**src/rtl/l2_request_arbiter.sv**
```systemverilog
// l2_request_arbiter
//   Shares the single L2 request port between the icache and dcache L1
//   controllers. In IDLE it picks one pending requester, latches its request
//   into the L2 output registers and holds that grant until L2 pulses
//   l2_req_fulfilled. The fetched word and the fulfilled pulse are routed
//   combinationally to the granted cache only. Every grant is followed by at
//   least one IDLE bubble cycle.
//
//   Optional feature macro: L2_ARB_ROUND_ROBIN_EN
//     defined   : a tie goes to the requester that did not win the last grant.
//     undefined : a tie always goes to the dcache (fixed priority).
//
//   Ports
//     clk, reset                     clock, asynchronous active-low reset
//     ic_req_address/type/valid      icache request
//     ic_fetched_word/req_fulfilled  icache response
//     dc_req_address/type/store_word/valid  dcache request
//     dc_fetched_word/req_fulfilled  dcache response
//     l2_req_address/type/store_word/valid  registered request to L2
//     l2_fetched_word/req_fulfilled  L2 response

package l2_request_arbiter_pkg;
    typedef enum logic {
        MEM_LOAD  = 1'b0,
        MEM_STORE = 1'b1
    } memory_operation_e;
endpackage

module l2_request_arbiter
    import l2_request_arbiter_pkg::*;
#(
    parameter int XLEN = 32
) (
    input  logic              clk,
    input  logic              reset,

    input  logic [XLEN-1:0]   ic_req_address,
    input  memory_operation_e ic_req_type,
    input  logic              ic_req_valid,
    output logic [XLEN-1:0]   ic_fetched_word,
    output logic              ic_req_fulfilled,

    input  logic [XLEN-1:0]   dc_req_address,
    input  memory_operation_e dc_req_type,
    input  logic [XLEN-1:0]   dc_req_store_word,
    input  logic              dc_req_valid,
    output logic [XLEN-1:0]   dc_fetched_word,
    output logic              dc_req_fulfilled,

    output logic [XLEN-1:0]   l2_req_address,
    output memory_operation_e l2_req_type,
    output logic [XLEN-1:0]   l2_req_store_word,
    output logic              l2_req_valid,
    input  logic [XLEN-1:0]   l2_fetched_word,
    input  logic              l2_req_fulfilled
);

    typedef enum logic [1:0] {
        IDLE     = 2'd0,
        GRANT_IC = 2'd1,
        GRANT_DC = 2'd2
    } state_e;

    localparam logic LAST_IC = 1'b0;
    localparam logic LAST_DC = 1'b1;

    state_e            r_state;
    logic              r_last_grant;
    logic              r_spurious_err;
    logic [XLEN-1:0]   r_address;
    memory_operation_e r_type;
    logic [XLEN-1:0]   r_store_word;
    logic              r_valid;

    logic              w_pick_dc;
    logic              w_ic_done;
    logic              w_dc_done;

    // Winner selection, only consulted while IDLE with at least one valid.
    always_comb begin
        // NOTE: every always_comb output gets a default first so no path leaves it unassigned (no latch).
        w_pick_dc = dc_req_valid;
        if (ic_req_valid && dc_req_valid) begin
`ifdef L2_ARB_ROUND_ROBIN_EN
            w_pick_dc = (r_last_grant == LAST_IC);
`else
            w_pick_dc = 1'b1;
`endif
        end
    end

    always_ff @(posedge clk or negedge reset) begin
        if (!reset) begin
            r_state        <= IDLE;
            r_last_grant   <= LAST_DC;
            r_spurious_err <= 1'b0;
            r_address      <= '0;
            r_type         <= MEM_LOAD;
            r_store_word   <= '0;
            r_valid        <= 1'b0;
        end else begin
            // NOTE: state registers use non-blocking assignments so every register samples pre-edge values.
            case (r_state)
                IDLE: begin
                    // A completion with nothing outstanding is a protocol error; remember it.
                    if (l2_req_fulfilled) begin
                        r_spurious_err <= 1'b1;
                    end
                    if (ic_req_valid || dc_req_valid) begin
                        r_valid      <= 1'b1;
                        r_last_grant <= w_pick_dc ? LAST_DC : LAST_IC;
                        if (w_pick_dc) begin
                            r_state      <= GRANT_DC;
                            r_address    <= dc_req_address;
                            r_type       <= dc_req_type;
                            r_store_word <= dc_req_store_word;
                        end else begin
                            r_state      <= GRANT_IC;
                            r_address    <= ic_req_address;
                            r_type       <= ic_req_type;
                            r_store_word <= '0;
                        end
                    end
                end
                GRANT_IC, GRANT_DC: begin
                    // Request registers hold; only completion releases the grant.
                    if (l2_req_fulfilled) begin
                        r_state <= IDLE;
                        r_valid <= 1'b0;
                    end
                end
                default: begin
                    r_state <= IDLE;
                    r_valid <= 1'b0;
                end
            endcase
        end
    end

    // Completion is steered to the owner in the same cycle; everyone else sees zeros.
    assign w_ic_done = (r_state == GRANT_IC) && l2_req_fulfilled;
    assign w_dc_done = (r_state == GRANT_DC) && l2_req_fulfilled;

    assign ic_req_fulfilled  = w_ic_done;
    assign dc_req_fulfilled  = w_dc_done;
    assign ic_fetched_word   = w_ic_done ? l2_fetched_word : '0;
    assign dc_fetched_word   = w_dc_done ? l2_fetched_word : '0;

    assign l2_req_address    = r_address;
    assign l2_req_type       = r_type;
    assign l2_req_store_word = r_store_word;
    assign l2_req_valid      = r_valid;

    // Simulation-only visibility of the sticky error flag and of tie history.
    cover property (@(posedge clk) disable iff (!reset) r_spurious_err);
    cover property (@(posedge clk) disable iff (!reset)
        (r_state == IDLE) && ic_req_valid && dc_req_valid && (r_last_grant == LAST_IC));

endmodule

```
**config.mk**
```make
export PLATFORM = sky130hd
export DESIGN_NAME = l2_request_arbiter
export DESIGN_NICKNAME = d
export VERILOG_FILES = /design/src/rtl/l2_request_arbiter.sv
export SDC_FILE = /design/constraint.sdc
export NUM_CORES = 1
export LEC_CHECK = 0
export ABC_AREA = 1
export CORE_MARGIN = 5
export CORE_UTILIZATION = 31
export DETAILED_ROUTE_END_ITERATION = 7
export GPL_TIMING_DRIVEN = 1
export PLACE_DENSITY = 0.87
export REMOVE_ABC_BUFFERS = 1
export SETUP_SLACK_MARGIN = 0.3
export SLEW_MARGIN = 20
export SYNTH_ARGS = -nofsm -noshare
export SYNTH_HDL_FRONTEND = slang
export SYNTH_SLANG_ARGS = --single-unit
export TNS_END_PERCENT = 50
```
**constraint.sdc**
```tcl
create_clock -name clk -period 1.2 [get_ports clk]
set_input_delay 0.24 -clock clk [delete_from_list [all_inputs] [get_ports clk]]
set_output_delay 0.24 -clock clk [all_outputs]
set_load 0.05 [all_outputs]
```
==> out/metrics.cfg <==
[layout]
fin_util_pct=82.40
post_layout_nonfiller_instances=950
final_nets=941
drive_gt1_share_pct=34.90
area_growth_pct=159.1
nFillCells=560
fin_area_mm2=0.009011

[synth]
ys_seq_area_share_pct=48.92
yosysMostFrequentCell=nand2_1
yosysTopAreaCellShare_pct=48.92
synth_area_leaders=dfrtp_1, nand2_1, nor2_1, inv_1, buf_6
yosysWarnings=0
synth_cells=512
synth_ff_type=dfrtp_1
synthesis.area_mm2=0.003478
synth_cell_types=11
async_flop_share_pct=100.0
ys_seq_elements=68
syn_avg_cell_area_um2=6.794
synth_top_area_cell=dfrtp_1
synth_common_cells=nand2_1, dfrtp_1, nor2_1
synth_edf_count=0

[critical_path]
start_kind=flop
worst-path-buf-inv=3
crit_type=flop to primary output
critPathMaxFanout=8
crit_path_top_delay_cell=dfrtp_1
cp_cell_sequence=inv_2 -> ha_4 -> nand2_8 -> clkbuf_16 -> nor2_4 -> buf_12
slowest_delay_ns=0.45
cp_top_family=buffers and inverters
endpoint_kind=primary output
worst-endpoint-required_ns=0.96
crit_arrival_ns=1.67

[die]
die-area_mm2=0.01344
die_w_um=115.9
io_pins=267
coreArea_mm2=0.01094
start_util_pct=31.81
die_y_um=115.9
rows=38

[timing]
timing.final.ws_setup_ns=-0.7120
fmax_ghz=0.5230
max_slew_margin_pct=71.14
min_period_ns=1.912
tightest_slew_ns=0.4323
rsz0062_at_grt=true
period_share_pct=159.3
skew_ns=0.005903
hold_viol=0
setup_viol_count_final=134
slew_viol_final=0

[placement]
dp_slack_ns=-0.5267
placed_cell_area_mm2=0.007689
dp_hpwl_mm=11.49
globalplace.congestion=0.8285
place_inst=910
port-buffer-count=266

[routing]
drt-total-wl_mm=19.27
drc=0
drt-initial-drc-count=318
drtPass1Iterations=5
vias_per_cell=4.867
vias=4624
detail_route.wl_per_cell_um=20.28
final_antenna_net_count=0

[global_routing]
overflow=0
grt_util_met2_pct=42.31
top_usage_layer=met2
use_met1_pct=21.30
grt_pass1_wl_mm=22.63
grt_antenna_before_repair=2
groute.usage.overall_pct=22.13
grtUsageMet3_pct=6.475
grt_pass1_vias=4409
grt_max_degree=69

[job]
maxCapViolations=0

[power]
irDropWorstVdd_mv=1.631
power.total_uw=23490
leakage_uw=0.004299
power_density_mw_per_mm2=2607

[cts]
cts-htree-levels=3
clk_latency_ns=0.33
clock_sinks=68
clkTransAtPathRegs_ns=0.06
clk_path_buf_depth=2
cts_tree=yes
root_buffer=clkbuf_16
cts_buffers=9

[worst_hold_path]
hp-class=input port to flop

[status]
run_status=finished with violations
violations=setup timing

==> what timing repair did <==
action / CTS / global route
cloned: 2 / 13
gates resized for setup: 63 / 107
endpoints found under the setup margin: 200 / 200
pin swaps: 2 / 5
endpoints found under the hold margin: 68 / 0
buffers inserted: 1 / 5
hold buffers: 1 / 0
==> cells by family (layout without fill, tap and decap cells) <==
logic type	after synthesis	after routing	share of synthesized area (%)
simple gates	374	374	40.43
flops	68	68	48.92
buf+inv	66	362	9.101
fa+ha+maj	3	3	1.079
compound gates	1	1	0.4678
other cells	0	2	0
==> area by class of cell <==
cell class	count	area [µm²]	share of cell area, %
clock inverter	7	91.34	1.014
tap	140	175.2	1.944
sequential	68	1702	18.88
antenna	2	5.005	0.05554
clock buffer	9	225.2	2.499
inverter	40	157.7	1.750
timing repair buffer	306	4634	51.43
multi-input combinational	378	2021	22.42
==> report_power, final <==
part / internal (µW) / switching [µW] / leakage, µW
Clock: 1810 / 993 / 0.000155
Combinational: 7460 / 8570 / 0.00329
Sequential: 3390 / 1270 / 0.000855
Total: 12700 / 10800 / 0.00430
==> path summary, 6_finish.rpt <==
path | start | end | slack, ns | cells past startpoint
max in group asynchronous | reset | l2_req_address[8] | 0.43 | 3
worst min-delay path | dc_req_store_word[3] | l2_req_store_word[3] | 0.45 | 3
min in group asynchronous | reset | l2_req_store_word[10] | 0.46 | 3
worst max register to register | r_state[1] | l2_req_address[5] | -0.39 | 8
worst min register to register | l2_req_store_word[3] | l2_req_store_word[3] | 0.53 | 2
worst max-delay path | r_state[1] | ic_fetched_word[31] | -0.71 | 6
==> per-layer routing <==
metal | vias up | wire [µm]
met5 | - | 0
met4 | 0 | 918
met3 | 61 | 1602
met2 | 276 | 10460
met1 | 2200 | 6287
li1 | 2087 | -
==> cells in the final DEF (no fill, tap or decap), drive strengths merged <==
cell type        n
dlygate4sd3      1
buf            162
clkinvlp         1
dlymetal6s2s     1
inv             39
o21ai            1
clkbuf          19
nor2            65
nand2          308
diode            2
clkinv           5
clkdlybuf4s50  132
bufinv           2
dfrtp           68
ha               3
nand4            1
==> worst register-to-register path: stages, from the launching register on <==
cell and delay (ns):
dfrtp_1 0.45, inv_2 0.10, buf_4 0.16, ha_4 0.17, o21ai_4 0.10, clkinv_4 0.17
clkbuf_16 0.20, nand2_1 0.06, nand2_1 0.06
==> flip-flops by register name, summed over array words and instances (netlist names) <==
name               cells
l2_req_address        32
l2_req_store_word     32
l2_req_type            1
l2_req_valid           1
r_state                2
==> per-stage QoR <==
| stage | hold slack (ns) | setup TNS (ns) |
|---|---|---|
| 4_1_cts | 0.4359 | -56.67 |
| 6_report | 0.4510 | -65.65 |
| 3_3_place_gp | 0.2925 | -51.19 |
| 5_1_grt | 0.4519 | -72.79 |
| 3_5_place_dp | 0.2937 | -54.27 |
| 2_1_floorplan | -0.05559 | -83.08 |
No activity file was read; power rests on OpenSTA's default activity.
